**src/rtl/inert_pkg.sv**
```systemverilog
// inert_pkg: shared state encoding, default parameters and deadband helper for the multi-axis integrator
package inert_pkg;
  typedef enum logic [1:0] {IDLE, CAL, RUN} state_t;
  localparam int NUM_AXES_D = 3;
  localparam int RATE_W_D = 16;
  localparam int CAL_LOG2_D = 11;
  localparam int ACC_W_D = 27;
  localparam int OUT_W_D = 12;
  localparam int DEADBAND_D = 8;
  function automatic logic deadband_zero(input logic signed [31:0] comp, input int db);
    return ((comp < 0) ? -comp : comp) < db;
  endfunction
endpackage

```
**src/rtl/inert_axis_chan.sv**
```systemverilog
// inert_axis_chan: per-axis calibration sum, zero-rate offset and wrapping heading accumulator
module inert_axis_chan
  import inert_pkg::*;
#(
  parameter int RATE_W = RATE_W_D,
  parameter int CAL_LOG2 = CAL_LOG2_D,
  parameter int ACC_W = ACC_W_D,
  parameter int OUT_W = OUT_W_D,
  parameter int DEADBAND = DEADBAND_D
) (
  input  logic              clk,
  input  logic              rst_n,
  input  logic              i_clr,
  input  logic              i_cal_acc,
  input  logic              i_cal_latch,
  input  logic              i_run_acc,
  input  logic [RATE_W-1:0] i_rate,
  output logic [OUT_W-1:0]  o_heading
);
  localparam int SUM_W = RATE_W + CAL_LOG2;
  logic [SUM_W-1:0]  r_sum;
  logic [RATE_W-1:0] r_off;
  logic [ACC_W-1:0]  r_acc;
  logic [SUM_W-1:0]  w_sum_nxt;
  logic [RATE_W:0]   w_comp;
  logic [RATE_W:0]   w_dz;
  logic [31:0]       w_comp32;
  logic [ACC_W-1:0]  w_ext;
  assign w_sum_nxt = r_sum + {{CAL_LOG2{i_rate[RATE_W-1]}}, i_rate};
  assign w_comp = {i_rate[RATE_W-1], i_rate} - {r_off[RATE_W-1], r_off};
  assign w_comp32 = {{(31-RATE_W){w_comp[RATE_W]}}, w_comp};
  assign w_dz = deadband_zero(w_comp32, DEADBAND) ? '0 : w_comp;
  assign w_ext = {{(ACC_W-RATE_W-1){w_dz[RATE_W]}}, w_dz};
  assign o_heading = r_acc[ACC_W-1 -: OUT_W];
  // dropping the low CAL_LOG2 bits of the signed sum is the floor average
  always_ff @(posedge clk or negedge rst_n) begin
    if (!rst_n) begin
      r_sum <= '0;
      r_off <= '0;
      r_acc <= '0;
    end else if (i_clr) begin
      r_sum <= '0;
      r_acc <= '0;
    end else begin
      if (i_cal_acc) r_sum <= w_sum_nxt;
      if (i_cal_latch) r_off <= w_sum_nxt[SUM_W-1:CAL_LOG2];
      if (i_run_acc) r_acc <= r_acc + w_ext;
    end
  end
endmodule

```
**src/rtl/inert_multi_integrator.sv**
```systemverilog
// inert_multi_integrator: calibrates and integrates NUM_AXES angular-rate channels into wrapping headings
module inert_multi_integrator
  import inert_pkg::*;
#(
  parameter int NUM_AXES = NUM_AXES_D,
  parameter int RATE_W = RATE_W_D,
  parameter int CAL_LOG2 = CAL_LOG2_D,
  parameter int ACC_W = ACC_W_D,
  parameter int OUT_W = OUT_W_D,
  parameter int DEADBAND = DEADBAND_D
) (
  input  logic                       clk,
  input  logic                       rst_n,
  input  logic                       strt_cal,
  input  logic                       vld,
  input  logic [NUM_AXES*RATE_W-1:0] rate,
  input  logic                       moving,
  output logic                       cal_done,
  output logic                       rdy,
  output logic [NUM_AXES*OUT_W-1:0]  heading
);
  state_t r_state, w_state_nxt;
  logic [CAL_LOG2-1:0] r_cnt;
  logic r_cal_done, r_rdy;
  logic w_cal_acc, w_last, w_run;
  always_comb begin
    w_cal_acc = (r_state == CAL) && vld && !strt_cal;
    w_last = w_cal_acc && (r_cnt == '1);
    w_run = (r_state == RUN) && vld && !strt_cal;
    w_state_nxt = strt_cal ? CAL : w_last ? RUN : r_state;
  end
  always_ff @(posedge clk or negedge rst_n) begin
    if (!rst_n) r_state <= IDLE;
    else r_state <= w_state_nxt;
  end
  // counter wraps back to zero on the final calibration sample
  always_ff @(posedge clk or negedge rst_n) begin
    if (!rst_n) begin
      r_cnt <= '0;
      r_cal_done <= 1'b0;
      r_rdy <= 1'b0;
    end else begin
      r_cnt <= strt_cal ? '0 : w_cal_acc ? r_cnt + CAL_LOG2'(1) : r_cnt;
      r_cal_done <= w_last;
      r_rdy <= w_run;
    end
  end
  assign cal_done = r_cal_done;
  assign rdy = r_rdy;
  for (genvar k = 0; k < NUM_AXES; k++) begin : g_ax
    inert_axis_chan #(
      .RATE_W(RATE_W), .CAL_LOG2(CAL_LOG2), .ACC_W(ACC_W), .OUT_W(OUT_W), .DEADBAND(DEADBAND)
    ) u_chan (
      .clk(clk),
      .rst_n(rst_n),
      .i_clr(strt_cal),
      .i_cal_acc(w_cal_acc),
      .i_cal_latch(w_last),
      .i_run_acc(w_run && moving),
      .i_rate(rate[k*RATE_W +: RATE_W]),
      .o_heading(heading[k*OUT_W +: OUT_W])
    );
  end
endmodule

```
**config.mk**
```make
export PLATFORM = sky130hd
export DESIGN_NAME = inert_multi_integrator
export DESIGN_NICKNAME = d
export VERILOG_FILES = /design/src/rtl/inert_pkg.sv /design/src/rtl/inert_axis_chan.sv /design/src/rtl/inert_multi_integrator.sv
export SDC_FILE = /design/constraint.sdc
export NUM_CORES = 1
export LEC_CHECK = 0
export ABC_CLOCK_PERIOD_IN_PS = 7040
export CAP_MARGIN = 20
export CORE_MARGIN = 4
export CORE_UTILIZATION = 45
export CTS_CLUSTER_DIAMETER = 120
export CTS_CLUSTER_SIZE = 24
export DETAILED_ROUTE_END_ITERATION = 8
export GPL_TIMING_DRIVEN = 1
export SLEW_MARGIN = 25
export SYNTH_ARGS = -nofsm -noshare
export SYNTH_HDL_FRONTEND = slang
export SYNTH_SLANG_ARGS = --single-unit
```
**constraint.sdc**
```tcl
create_clock -name clk -period 7.04 [get_ports clk]
set_input_delay 0.704 -clock clk [delete_from_list [all_inputs] [get_ports clk]]
set_output_delay 0.704 -clock clk [all_outputs]
set_load 0.005 [all_outputs]
```
Yosys cells after proc, flatten, opt, wreduce, memory -nomap -nowiden
Cells that the tools add are included.
{"block": "word_totals", "register_bits": 225, "latch_bits": 0, "ramBits": 0, "mem_bits_ro": 0, "output_inout_bits": 38, "elab_cells": 69, "mem_count": 0}
{"block": "classes", "n_addsub": 13, "n_mul": 0, "div_mod_pow": 0, "magnitude_cmp": 6, "eq_ne": 3, "shift": 0, "n_mux": 22, "bitwise": 1, "n_reduce_logical": 11}
{"cell": "27-bit two-way mux", "count": 12}
{"cell": "27-bit adder", "count": 6}
{"cell": "32-bit by 5-bit less-than comparator with 1-bit output (second input constant)", "count": 3}
{"cell": "32-bit two-way mux", "count": 3}
{"cell": "17-bit negation with 32-bit output", "count": 3}
{"cell": "17-bit by 1-bit less-than comparator with 1-bit output (second input constant)", "count": 3}
{"cell": "17-bit two-way mux", "count": 3}
{"cell": "16-bit by 16-bit subtractor with 17-bit output", "count": 3}
{"cell": "11-bit two-way mux", "count": 2}
{"cell": "11-bit by 1-bit adder with 11-bit output (second input constant)", "count": 1}
{"cell": "11-bit == test (second input constant)", "count": 1}
{"cell": "1-bit logical AND", "count": 6}
{"cell": "2-bit nonzero test", "count": 3}
{"cell": "2-bit two-way mux", "count": 2}
{"cell": "2-bit by 1-bit == test with 1-bit output (second input constant)", "count": 1}
{"cell": "2-bit == test (second input constant)", "count": 1}
{"cell": "2-bit AND reduction", "count": 1}
{"cell": "1-bit zero test", "count": 1}
{"cell": "1-bit inverter", "count": 1}

Logic depth before layout (Yosys ltp)
{"block": "logic_depth", "ltp_word": 8, "depth_mapped": 30, "ltp_nobuf": 28}

Modules after synthesis
Synthesis repeated with hierarchy kept, for this count alone.
{"block": "hier_totals", "hier_cells": 2308, "area_unflattened_um2": 20293.2}
{"mod": "inert_axis_chan at g_ax[0].u_chan", "n_inst": 1, "cells_each": 793, "area_per_inst_um2": 6775.2, "seq_area_each_um2": 1751.7}
{"mod": "inert_axis_chan at g_ax[2].u_chan", "n_inst": 1, "cells_each": 711, "area_per_inst_um2": 6408.6, "seq_area_each_um2": 1751.7}
{"mod": "inert_axis_chan at g_ax[1].u_chan", "n_inst": 1, "cells_each": 735, "area_per_inst_um2": 6391.1, "seq_area_each_um2": 1751.7}
{"mod": "inert_multi_integrator", "n_inst": 1, "cells_each": 69, "area_per_inst_um2": 718.2, "seq_area_each_um2": 375.4}

Least setup slack after synthesis
No wires, ideal clock.
{"block": "synth_timing", "kind": "input to register", "from": "input rate[0]", "to": "register g_ax[0].u_chan.r_acc[26]", "arrival_time_ns": 6.571, "required_ns": 6.961, "setup_slack_ns": 0.389, "cell_stages": 28, "n_path_buf": 1, "path_cell_list": "inv_1 -> ha_1 -> fa_1 -> nor2b_1 -> o21ai_0 -> a211oi_1 -> a21o_1 -> a311oi_1 -> and2_1 -> a2111oi_0 -> a21oi_1 -> nor4b_4 -> buf_2 -> nor2_1 -> ha_1 -> fa_1 -> a21o_1 -> a21oi_1 -> nand2b_1 -> a2111oi_0 -> o41a_1 -> nor4_1 -> o31a_1 -> o21bai_1 -> a21oi_1 -> nor3_1 -> nor3b_1 -> mux2i_1"}
{"block": "synth_between", "elab_chain_cells": 8, "elab_cells_between_ends": 9, "classes_between": "3 x add/sub; 2 x order compare; 4 x mux"}
{"item": "start: declaration", "line_no": "inert_multi_integrator.sv:16", "text": "input logic [NUM_AXES*RATE_W-1:0] rate,"}
{"item": "16-bit by 16-bit subtractor with 17-bit output *", "line_no": "inert_axis_chan.sv:30", "text": "assign w_comp = {i_rate[RATE_W-1], i_rate} - {r_off[RATE_W-1], r_off};"}
{"item": "17-bit negation with 32-bit output / 17-bit by 1-bit less-than comparator with 1-bit output (equally long branches)", "line_no": "inert_pkg.sv:11", "text": "return ((comp < 0) ? -comp : comp) < db;"}
{"item": "32-bit two-way mux", "line_no": "inert_pkg.sv:11"}
{"item": "32-bit by 5-bit less-than comparator with 1-bit output", "line_no": "inert_pkg.sv:11"}
{"item": "17-bit two-way mux *", "line_no": "inert_axis_chan.sv:32", "text": "assign w_dz = deadband_zero(w_comp32, DEADBAND) ? '0 : w_comp;"}
{"item": "27-bit adder *", "line_no": "inert_axis_chan.sv:47", "text": "if (i_run_acc) r_acc <= r_acc + w_ext;"}
{"item": "27-bit two-way mux *", "line_no": "inert_axis_chan.sv:47"}
{"item": "27-bit two-way mux *", "line_no": "inert_axis_chan.sv:41", "text": "end else if (i_clr) begin"}
{"item": "end signal: assignment", "line_no": "inert_axis_chan.sv:47"}
{"item": "end: declaration", "line_no": "inert_axis_chan.sv:23", "text": "logic [ACC_W-1:0] r_acc;"}
Mark *: on every way between the ends. The rest lies on a longest branch, timed or not. The select of a mux whose other input is x is not followed.
A chain may end at the register's enable or synchronous reset.

Worst setup path in the final report
{"block": "layout_timing", "from": "input rate[33]", "to": "register g_ax[2].u_chan.r_acc[19]"}
{"block": "layout_between", "elab_chain_cells": 8, "elab_cells_between_ends": 9, "classes_between": "3 x add/sub; 2 x order compare; 4 x mux"}
{"item": "16-bit by 16-bit subtractor with 17-bit output *", "line_no": "inert_axis_chan.sv:30"}
{"item": "17-bit negation with 32-bit output / 17-bit by 1-bit less-than comparator with 1-bit output (equally long branches)", "line_no": "inert_pkg.sv:11"}
{"item": "32-bit two-way mux", "line_no": "inert_pkg.sv:11"}
{"item": "32-bit by 5-bit less-than comparator with 1-bit output", "line_no": "inert_pkg.sv:11"}
{"item": "17-bit two-way mux *", "line_no": "inert_axis_chan.sv:32"}
{"item": "27-bit adder *", "line_no": "inert_axis_chan.sv:47"}
{"item": "27-bit two-way mux *", "line_no": "inert_axis_chan.sv:47"}
{"item": "27-bit two-way mux *", "line_no": "inert_axis_chan.sv:41"}
{"item": "end signal: assignment", "line_no": "inert_axis_chan.sv:47"}
{"item": "end: declaration", "line_no": "inert_axis_chan.sv:23"}
Marks and branches as above.

==> impl_metrics.toml <==
[place]
place_ws_ps = -215
port_buffers = 90
placedInstanceArea_sq_um = 21300
hpwl_microns = 36700
gp_congestion = 0.865

[timing]
report.final.slew_viol_count = 0
period_share_pct = 92.8
setup_violations = 0
fin_ws_ps = 508
fmax_mhz = 153
clock_skew_ps = 40.5
tightest_slew_ps = 966
fin_crit_ps = 6530
slew_headroom_pct = 34.0
hold_viol = 0

[global_routing]
gr-total-overflow = 0
grt_pass1_wl_microns = 82400
grt_usage_pct = 20.8
antenna_found_initial = 3
grt_pass1_vias = 16500
grt_max_degree = 154

[floorplanning]
dieWidth_microns = 215
fp.coreArea_sq_um = 42100
die_y_microns = 215
io_pins = 91
start_util_pct = 45.8
die-area_sq_um = 46200
rows = 75

[yosys]
synth_compound_area_share_pct = 22.9
synth-simple-area-share_pct = 20.8
synth_edf_count = 0
synth_warnings = 0
synth_top_family_by_area = "compound AO/OA/AOI/OAI gates"
syn_nets = 2603
synth_xor_area_share_pct = 7.59
yosysSeqAreaShare_pct = 29.2
synth_ff_type = "dfrtp_1"
syn_inst = 2336
synth_area_sq_um = 19300
muxShareOfSynthArea_pct = 0.422
ys_seq_elements = 225
yosys.area_share.adder_pct = 14.2
synth.distinct_cells = 84
postSynthAreaPerCell_sq_um = 8.25
async_flop_share_pct = 100

[drt]
dr.pass1.iters = 5
antenna_left = 0
viasPerCell = 5.64
drt_iter0_markers = 1037
vias = 16900
wl_per_cell_microns = 16.5
drc_errors = 0
wirelength_microns = 49300

[worst_setup_path]
arrival_ps = 6920
cp-end-kind = "flip-flop"
path_class = "in2reg"
crit_fanout = 14
crit_required_ps = 7430
startpoint_type = "primary input"

[clocking]
clk_latency_ps = 520
cts_hold_buf = 0
root_buffer = "clkbuf_16"
clk_pin_slew_ps = 110
cts_buffers = 13
clock-sinks = 225
cts.htree.levels = 1
clockBufferDepth = 3
cts_tree = "yes"

[flow_run]
max_cap_viol_count = 0

[layout]
area_growth_pct = 12.4
drive_gt1_share_pct = 8.10
final_nets = 2722
final_common_cell = "nand2_1"
mostFrequentLayoutCells = "nand2_1, dfrtp_1, a21oi_1"
stdcell_area_sq_um = 21700

[pwr]
p_leak_nw = 10.2
ir_worst_vdd_v = 0.000127
powerDensity_nw_per_um2 = 153

[min_path]
hold_path_class = "in2async"

[outcome]
status = "finished clean"
-- worst paths after layout --
kind,start,to,slack [ps],depth (start not counted)
max,rate[33],g_ax[2].u_chan.r_acc[19]$_DFFE_PN0P_,510,26
min,rst_n,g_ax[1].u_chan.r_acc[6]$_DFFE_PN0P_,160,1
max reg2reg,g_ax[0].u_chan.r_off[1]$_DFFE_PN0P_,g_ax[0].u_chan.r_acc[26]$_DFFE_PN0P_,780,28
min reg2reg,g_ax[2].u_chan.r_off[14]$_DFFE_PN0P_,g_ax[2].u_chan.r_off[14]$_DFFE_PN0P_,490,2
max in group asynchronous,rst_n,r_cnt[3]$_DFFE_PN0P_,5590,2
min in group clk,g_ax[2].u_chan.r_off[14]$_DFFE_PN0P_,g_ax[2].u_chan.r_off[14]$_DFFE_PN0P_,490,2
-- synth_stat cells, types with 5 or more instances --
cell type | instances | area share (%)
a31oi_1 | 19 | 0.62
ha_1 | 205 | 13
nand3_1 | 44 | 1.1
and2_1 | 17 | 0.55
a311oi_1 | 9 | 0.41
o21a_1 | 24 | 0.93
nor2_1 | 178 | 3.5
mux2i_1 | 7 | 0.36
nand2_1 | 266 | 5.2
nor4_1 | 13 | 0.42
buf_1 | 13 | 0.25
nor3_1 | 44 | 1.1
nand3b_1 | 69 | 2.7
nor2b_1 | 46 | 1.5
o31a_1 | 6 | 0.27
o21bai_1 | 21 | 0.82
dfrtp_1 | 225 | 29
a31o_2 | 8 | 0.36
nor3b_1 | 9 | 0.35
a2111oi_0 | 7 | 0.32
and3_1 | 25 | 0.81
or3_1 | 23 | 0.75
clkbuf_1 | 55 | 1.1
o211ai_1 | 15 | 0.58
o21ai_0 | 193 | 5.0
a211oi_1 | 25 | 0.97
a21oi_1 | 219 | 5.7
o31ai_1 | 18 | 0.70
xor2_1 | 88 | 4.0
fa_1 | 9 | 0.93
xnor2_1 | 79 | 3.6
o2111ai_1 | 5 | 0.23
nand2b_1 | 32 | 1.0
inv_1 | 98 | 1.9
a211o_1 | 5 | 0.23
or2_2 | 16 | 0.52
buf_4 | 37 | 1.4
nand4_1 | 12 | 0.39
a21o_1 | 66 | 2.6
-- state kept, by name, indices dropped and copies added (netlist names) --
signal,count
r_state,2
r_cnt,11
cal_done,1
g_ax.u_chan.r_off,48
g_ax.u_chan.r_sum,81
rdy,1
g_ax.u_chan.r_acc,81
-- critical path, cell delays in order --
cell and delay [ps]:
clkdlybuf4s50_1 590, ha_1 260, nor2b_1 140, o31ai_1 420, a211oi_1 230, o21a_1 220
o31ai_1 510, nand3_1 260, o41ai_2 280, mux2i_1 330, nand3_1 110, a21oi_1 230
buf_4 230, nor2_1 60, ha_1 320, a21oi_1 220, o21bai_1 90, a21oi_1 210
o21ai_0 180, a31oi_1 300, a31oi_1 170, a21oi_1 250, o21bai_1 100, a21o_1 190
xor2_1 130, a22o_1 170
-- layout make-up --
cell class | count | area (sq um)
Timing Repair Buffer | 214 | 1850
Inverter | 98 | 368
Clock buffer | 15 | 343
Antenna cell | 2 | 5.00
Sequential cell | 225 | 5630
Tap cell | 539 | 674
Fill cell | 4050 | 20500
Clock inverter | 2 | 25.0
Multi-Input combinational cell | 1903 | 12800
-- layer usage --
metal,share of wire [%],track usage (%)
met3,3.2,1.96
met5,0.041,0
met2,46,34.5
met1,50,29.8
met4,1.7,4.14
-- through the flow --
step	instances	total power, mW	utilization [%]	setup TNS (ps)	hold WS, ps
detailed placement	2979	2.51	50.5	-381	476
global placement	2979	2.48	50.5	-107	469
finish	2998	3.33	51.5	0	162
CTS	2996	3.36	51.3	0	173
global route	2998	3.55	51.5	-61.6	198
floorplan	2336	2.20	-	0	408
-- repair_timing --
action                                  in CTS  in global routing
gates resized for setup                      0                 11
setup buffers                                0                  0
endpoints found under the setup margin       0                 12
-- where the power goes --
part | switching (mW) | total, mW | internal, mW
Sequential | 0.0351 | 1.39 | 1.35
Clock | 0.475 | 0.831 | 0.356
Combinational | 0.634 | 1.11 | 0.475
Total | 1.14 | 3.33 | 2.18
-- logic make-up after synthesis --
group,after synthesis
XOR/XNOR,167
buffers and inverters,208
AND/OR/NAND/NOR,810
AO/OA/AOI/OAI,704
multiplexers,8
adder cells (fa/ha/maj),214
flip-flops,225
(Power assumes the default switching activity.)
